===== src/rtl/cpu_pkg.sv =====
// cpu_pkg: shared state, cause codes, PS bit positions and default vectors for the interrupt sequencer.
package cpu_pkg;
  typedef enum logic [2:0] {
    S_IDLE, S_RESET, S_PUSH_PCH, S_PUSH_PCL, S_PUSH_PS, S_VEC_LO, S_VEC_HI, S_LOAD_PC
  } state_t;
  typedef enum logic [1:0] {C_RST, C_NMI, C_IRQ, C_BRK} cause_t;
  localparam int PS_I = 2;
  localparam int PS_B = 4;
  localparam int PS_U = 5;
  localparam logic [15:0] VEC_NMI_DEF = 16'hFFFA;
  localparam logic [15:0] VEC_RST_DEF = 16'hFFFC;
  localparam logic [15:0] VEC_IRQ_DEF = 16'hFFFE;
  localparam logic [7:0]  STACK_PAGE_DEF = 8'h01;
endpackage


===== src/rtl/cpu_nmi_latch.sv =====
// cpu_nmi_latch: rising-edge detector on nmi with a pending flag; a new edge wins over a same-cycle clear.
module cpu_nmi_latch (
  input  logic clk,
  input  logic reset,
  input  logic i_nmi,
  input  logic i_clr,
  output logic o_pend
);
  logic r_nmi_q, r_pend;
  always_ff @(posedge clk or posedge reset)
    if (reset) begin
      r_nmi_q <= 1'b0;
      r_pend  <= 1'b0;
    end else begin
      r_nmi_q <= i_nmi;
      r_pend  <= (i_nmi & ~r_nmi_q) | (r_pend & ~i_clr);
    end
  assign o_pend = r_pend;
endmodule


===== src/rtl/cpu_irq_sequencer.sv =====
// cpu_irq_sequencer: drives stack pushes, vector fetch and PC load for RESET/NMI/IRQ/BRK entry.
module cpu_irq_sequencer
  import cpu_pkg::*;
#(
  parameter logic [15:0] VEC_NMI    = VEC_NMI_DEF,
  parameter logic [15:0] VEC_RST    = VEC_RST_DEF,
  parameter logic [15:0] VEC_IRQ    = VEC_IRQ_DEF,
  parameter logic [7:0]  STACK_PAGE = STACK_PAGE_DEF,
  parameter bit          RST_FETCH  = 1'b1
) (
  input  logic        clk,
  input  logic        reset,
  input  logic        nmi,
  input  logic        irq,
  input  logic        brk_req,
  input  logic        insn_boundary,
  input  logic [15:0] pc,
  input  logic [7:0]  sp,
  input  logic [7:0]  ps,
  input  logic [7:0]  mem_rdata,
  output logic [15:0] mem_addr,
  output logic [7:0]  mem_wdata,
  output logic        mem_we,
  output logic        mem_re,
  output logic [7:0]  data_out,
  output logic [15:0] pc_out,
  output logic        we_sp,
  output logic        we_ps,
  output logic        we_pc,
  output logic        seq_busy,
  output logic        seq_done,
  output logic [1:0]  seq_cause
);
  state_t      r_state;
  cause_t      r_cause;
  logic [15:0] r_vec, r_pc, r_addr;
  logic [7:0]  r_vec_lo, r_sp, r_ps, r_wdata, r_data;
  logic        r_mem_we, r_mem_re, r_we_sp, r_we_ps, r_we_pc, r_done;
  logic        w_nmi_pend, w_take;
  cause_t      w_cause;
  logic [7:0]  w_sp_dec, w_ps_push;

  cpu_nmi_latch u_nmi (
    .clk    (clk),
    .reset  (reset),
    .i_nmi  (nmi),
    .i_clr  (r_state == S_LOAD_PC && r_cause == C_NMI),
    .o_pend (w_nmi_pend)
  );

  assign w_take   = insn_boundary & (w_nmi_pend | brk_req | (irq & ~ps[PS_I]));
  assign w_cause  = w_nmi_pend ? C_NMI : brk_req ? C_BRK : C_IRQ;
  assign w_sp_dec = r_sp - 8'd1;

  always_comb begin
    w_ps_push       = r_ps;
    w_ps_push[PS_U] = 1'b1;
    w_ps_push[PS_B] = r_cause == C_BRK;
  end

  // r_sp tracks the stack pointer the register file will hold in the current push cycle
  always_ff @(posedge clk or posedge reset)
    if (reset) begin
      r_state  <= RST_FETCH ? S_RESET : S_IDLE;
      r_cause  <= C_RST;
      r_vec    <= '0;
      r_vec_lo <= '0;
      r_pc     <= '0;
      r_sp     <= '0;
      r_ps     <= '0;
      r_addr   <= '0;
      r_wdata  <= '0;
      r_data   <= '0;
      r_mem_we <= 1'b0;
      r_mem_re <= 1'b0;
      r_we_sp  <= 1'b0;
      r_we_ps  <= 1'b0;
      r_we_pc  <= 1'b0;
      r_done   <= 1'b0;
    end else begin
      r_mem_we <= 1'b0;
      r_mem_re <= 1'b0;
      r_we_sp  <= 1'b0;
      r_we_ps  <= 1'b0;
      r_we_pc  <= 1'b0;
      r_done   <= 1'b0;
      case (r_state)
        S_IDLE: if (w_take) begin
          r_state  <= S_PUSH_PCH;
          r_cause  <= w_cause;
          r_vec    <= w_cause == C_NMI ? VEC_NMI : VEC_IRQ;
          r_pc     <= pc;
          r_ps     <= ps;
          r_sp     <= sp - 8'd1;
          r_addr   <= {STACK_PAGE, sp};
          r_wdata  <= pc[15:8];
          r_data   <= sp - 8'd1;
          r_mem_we <= 1'b1;
          r_we_sp  <= 1'b1;
        end
        S_PUSH_PCH, S_PUSH_PCL: begin
          r_state  <= r_state == S_PUSH_PCH ? S_PUSH_PCL : S_PUSH_PS;
          r_addr   <= {STACK_PAGE, r_sp};
          r_wdata  <= r_state == S_PUSH_PCH ? r_pc[7:0] : w_ps_push;
          r_data   <= w_sp_dec;
          r_sp     <= w_sp_dec;
          r_mem_we <= 1'b1;
          r_we_sp  <= 1'b1;
        end
        S_PUSH_PS, S_RESET: begin
          r_state  <= S_VEC_LO;
          r_vec    <= r_state == S_RESET ? VEC_RST : r_vec;
          r_addr   <= r_state == S_RESET ? VEC_RST : r_vec;
          r_data   <= (r_state == S_RESET ? ps : r_ps) | (8'h1 << PS_I);
          r_mem_re <= 1'b1;
          r_we_ps  <= 1'b1;
        end
        S_VEC_LO: begin
          r_state  <= S_VEC_HI;
          r_addr   <= r_vec + 16'd1;
          r_mem_re <= 1'b1;
        end
        S_VEC_HI: begin
          r_state  <= S_LOAD_PC;
          r_vec_lo <= mem_rdata;
          r_we_pc  <= 1'b1;
          r_done   <= 1'b1;
        end
        default: r_state <= S_IDLE;
      endcase
    end

  assign mem_addr  = r_addr;
  assign mem_wdata = r_wdata;
  assign mem_we    = r_mem_we;
  assign mem_re    = r_mem_re;
  assign data_out  = r_data;
  assign pc_out    = {mem_rdata, r_vec_lo};
  assign we_sp     = r_we_sp;
  assign we_ps     = r_we_ps;
  assign we_pc     = r_we_pc;
  assign seq_busy  = r_state != S_IDLE;
  assign seq_done  = r_done;
  assign seq_cause = r_cause;
endmodule

===== config.mk =====
export PLATFORM = sky130hd
export DESIGN_NAME = cpu_irq_sequencer
export DESIGN_NICKNAME = d
export VERILOG_FILES = /design/src/rtl/cpu_pkg.sv /design/src/rtl/cpu_nmi_latch.sv /design/src/rtl/cpu_irq_sequencer.sv
export SDC_FILE = /design/constraint.sdc
export NUM_CORES = 1
export LEC_CHECK = 0
export ABC_AREA = 1
export CAP_MARGIN = 10
export CELL_PAD_IN_SITES_DETAIL_PLACEMENT = 0
export CELL_PAD_IN_SITES_GLOBAL_PLACEMENT = 1
export CORE_MARGIN = 3
export CORE_UTILIZATION = 38
export CTS_BUF_LIST = sky130_fd_sc_hd__clkbuf_8
export DETAILED_ROUTE_END_ITERATION = 12
export GPL_TIMING_DRIVEN = 1
export PLACE_DENSITY_LB_ADDON = 0.3
export SKIP_CTS_REPAIR_TIMING = 1
export SLEW_MARGIN = 0
export SYNTH_ARGS = -nofsm -noshare
export SYNTH_HDL_FRONTEND = slang
export SYNTH_SLANG_ARGS = --single-unit

===== constraint.sdc =====
create_clock -name clk -period 4.2 [get_ports clk]
set_clock_uncertainty 0.1 [all_clocks]
set_input_delay 0.84 -clock clk [delete_from_list [all_inputs] [get_ports clk]]
set_output_delay 0.84 -clock clk [all_outputs]
set_load 0.1 [all_outputs]

After elaboration in Yosys (flattened, before gate mapping)
Cells that the tools add are included.

word-level totals
  output and inout bits = 57
  register bits = 91
  input bits = 46
  logic and storage cells = 78

cells by class
  equal/unequal tests = 11
  add/sub/neg operators = 3
  reductions and logical operators = 15
  muxes and demuxes = 23
  bitwise logic cells = 10

operators by type and width
  kind                                                                    number
  16-bit case mux with 4 select lines                                     1
  16-bit two-way mux                                                      3
  8-bit two-way mux                                                       4
  16-bit case mux with 2 select lines                                     1
  8-bit case mux with 2 select lines                                      2
  8-bit case mux with 3 select lines                                      1
  16-bit by 1-bit adder with 16-bit output (second input constant)        1
  8-bit by 1-bit subtractor with 8-bit output (second input constant)     2
  3-bit case mux with 5 select lines                                      1
  3-bit equality test (second input constant)                             4
  2-bit AND reduction                                                     5
  3-bit two-way mux                                                       3
  3-bit by 2-bit equality test with 1-bit output (second input constant)  2
  3-bit nonzero test                                                      2
  1-bit two-way mux                                                       5
  1-bit AND                                                               4
  2-bit by 1-bit equality test with 1-bit output (second input constant)  2
  2-bit nonzero test                                                      2
  4-bit nonzero test                                                      1
  2-bit OR reduction                                                      2
  3-bit by 1-bit equality test with 1-bit output (second input constant)  1
  3-bit logical NOT                                                       1
  1-bit NOT                                                               3
  1-bit bitwise OR                                                        3
  6 further kinds                                                         6

Logic depth before layout (Yosys ltp)
  depth after elaboration = 6
  mapped depth = 10

Hierarchy
Synthesis repeated with hierarchy kept, for this count alone.

unflattened totals
  cell total of the unflattened synthesis = 641
  area, all modules = 4793.3 sq um

by module, submodules not included
  module             area each (sq um)  times used  cells each
  cpu_irq_sequencer  4720.8             1           633
  cpu_nmi_latch      72.6               1           8

Worst setup path before layout
OpenSTA, ideal clock, no wires.

  path type = register -> output
  from = register, netlist name seq_done
  to = output port we_pc
  stages on the path, launching flop included = 2
  arrival time = 1.324 ns
  buffers on the path = 1
  path slack = 1.936 ns
  cell sequence = dfrtp_1 buf_4

RTL lines
  item           line                     source
  end, declared  cpu_irq_sequencer.sv:29  output logic we_pc,

Worst setup path after layout
  from = register r_cause[1], in the netlist seq_cause[1]
  to = output port seq_cause[1]

RTL lines
  item                    line                     source
  start, declared         cpu_irq_sequencer.sv:35  cause_t r_cause;
  start signal, assigned  cpu_irq_sequencer.sv:90  r_cause <= w_cause;
  end, declared           cpu_irq_sequencer.sv:32  output logic [1:0] seq_cause

No word-level cell between the ends.

==> results.tsv <==
metric	value	unit
initial antenna violation count	0	
largest net degree at the start of global routing	54	
layout cells sized above 1	6.85	%
CP bufs+invs	1	
Min-Delay Path Class	flop to flop	
PortBufs	102	
Setup crit start kind	flop	
Fin. Hold Viols	0	
register area share after synthesis	48.0	%
DP Cell Count	867	
Diodes inserted	0	
Crit. End Element	output port	
Overflow after GRT	0	
Clock Root Buffer	clkbuf_8	
minimum clock period	2.88	ns
peak per-stage delay on the critical path	1.17	ns
fin crit share	68.5	%
hold depth	1	
Crit-path slowest cell	clkdlybuf4s50_1	
Antenna Nets Post-Route	0	
distinct cell type count after synthesis	35	
Worst Path Class, Setup	flop to output port	
Top delay family on crit path	buffers and inverters	
worst-skew pair later-pin latency	0.37	ns
synth warn	0	
GRT Util Overall	19.6	%
Initial DRC Count	331	
Critical Path AT	1.94	ns
Slew HR	34.0	%
Fill cells	1238	
highest clock rate	348	MHz
wire length per cell	15.0	um
most frequent cells in the layout	nand2_1, clkdlybuf4s50_1, dfrtp_1, o21ai_0, inv_1	
Hold Worst Slack	0.338	ns
Slew Viols, Final	0	
initial cell density of the core	39.2	%
setup violators final	0	
Sum Neg Setup Slack	0	ns
fin worst setup slack	1.32	ns
die width	118	um
clock sinks	91	
residual DRC count	0	
Mapped Avg Cell Area	7.59	sq um
H-tree Lvls	3	
commonest non-fill, non-tap cell in the layout	nand2_1	
WP depth	1	
mapped cell area	4740	sq um
WP data required	3.26	ns
cells on worst reg2reg path	5	
RSZ-0062 raised after global routing	no	
CORE AREA	12100	sq um
vias post-DR	4345	
Mapped Nets	674	
area occupied by multi-input gates	2030	sq um
die area	13900	sq um
Max Cap Viol	0	
Reg area	2280	sq um
Slew @ Worst Pin	0.986	ns
pre-CTS setup slack	1.41	ns
Non-Filler Instances	883	
Total Nets Final	759	
clock slew seen by the registers of the worst setup and hold paths	0.08	ns
CTS Buf Count	9	
TritonRoute pass-1 iters	5	
# IOs	103	
Mapped Cells	625	
outcome	finished, final reports clean	
DRT Wirelength	13300	um
Placer Congestion	0.866	
vias in the first global route	4235	
deepest clock path buffer count	2	
Vias per Instance	4.92	
CTS tree	built	
P&R area growth vs syn	26.0	%
HPWL Detailed	9800	um
crit-path cells	clkdlybuf4s50_1	
Chip Height	118	um
first-pass GRT wire length	21900	um
synthesized flop and latch total	91	
crit path max fanout	4	
Rows	40	
[kinds of logic after synthesis]
kind of cell	Yosys count	synth area share, %
fa+ha+maj	3	0.791
xor+xnor	4	0.739
simple gates	328	29.2
flops	91	48.0
compound gates	107	12.1
buf+inv	92	9.10
[through the flow]
| step | utilization (%) | instance area [sq um] |
|---|---|---|
| final | 49.4 | 5980 |
| after global routing | 49.4 | 5980 |
| after CTS | 49.4 | 5980 |
| after detailed placement | 47.8 | 5790 |
| after global placement | 47.8 | 5790 |
| after floorplan | - | 4740 |
[worst register-to-register path: stages, from the launching register on]
cell and delay [ns]:
dfstp_2 0.76, nand2_1 0.10, nor2_1 0.68, o21ai_0 0.33, o211ai_1 0.18, o21a_1 0.14
[layout make-up]
cell class              instances  share of cell area [%]
well taps                     168                    3.52
inverters                      63                    4.14
flip-flops and latches         91                    38.1
clock inverters                 4                   0.398
clock buffers                  12                    2.76
multi-input cells             442                    34.0
repair buffers                103                    17.0
[synthesized netlist by cell type]
cell type  count  area, sq um
dfrtp_1       90         2250
inv_1         55          206
nand2_1      214          803
xor2_1         3         26.3
a31oi_1        4         25.0
nand3_4        3         52.6
o21ai_1        8         40.0
buf_6          1         11.3
nor2_2         3         18.8
clkbuf_1       3         11.3
o21ai_0       70          350
inv_4          4         25.0
nand3_1       42          210
inv_2          4         15.0
o2111ai_1      1         8.76
ha_1           3         37.5
xnor2_1        1         8.76
nand2_2        4         25.0
or2_1          1         6.26
buf_4         15          113
o31ai_1        1         7.51
dfstp_2        1         26.3
nor2_1        48          180
o21bai_1       1         7.51
nand2_4        1         11.3
o21a_1         1         7.51
o221ai_1       1         8.76
o211ai_1       5         37.5
a21oi_1       13         65.1
buf_2         10         50.1
o32ai_1        1         8.76
nand4_1        7         43.8
nand3_2        2         20.0
a32oi_1        1         8.76
nor3_1         3         15.0
[flip-flops by register name, summed over array words and instances (netlist names)]
signal,count
seq_done,1
r_ps,8
r_vec_lo,8
u_nmi.r_nmi_q,1
mem_addr,16
data_out,8
u_nmi.o_pend,1
r_vec,16
seq_cause,2
mem_re,1
r_state,3
we_sp,1
r_pc,8
we_ps,1
mem_wdata,8
r_sp,8
[per-layer routing]
metal | routed length, um | global-route usage (%) | share of wire [%] | vias to the layer above
met4 | 245 | 6.30 | 1.8 | 0
met3 | 688 | 3.36 | 5.2 | 22
met1 | 6160 | 27.3 | 46 | 2023
met2 | 6170 | 31.1 | 47 | 135
li1 | - | - | - | 2165
met5 | 0 | 0 | 0 | -
[final timing paths]
| check | startpoint | end | slack [ns] |
|---|---|---|---|
| min in group asynchronous | reset | mem_addr[0]$_DFFE_PP0P_ | 0.78 |
| worst min register to register | u_nmi.r_nmi_q$_DFF_PP0_ | u_nmi.o_pend$_DFF_PP0_ | 0.34 |
| max in group asynchronous | reset | r_state[0]$_DFFE_PP1P_ | 2.44 |
| worst min-delay path | u_nmi.r_nmi_q$_DFF_PP0_ | u_nmi.o_pend$_DFF_PP0_ | 0.34 |
| worst max register to register | r_state[0]$_DFFE_PP1P_ | r_vec[2]$_DFFE_PP0P_ | 1.87 |
| worst max-delay path | seq_cause[1]$_DFFE_PP0P_ | seq_cause[1] | 1.32 |
Power is not shown: default switching activity piles up to over one toggle a cycle in this logic, so the estimate is an artifact.
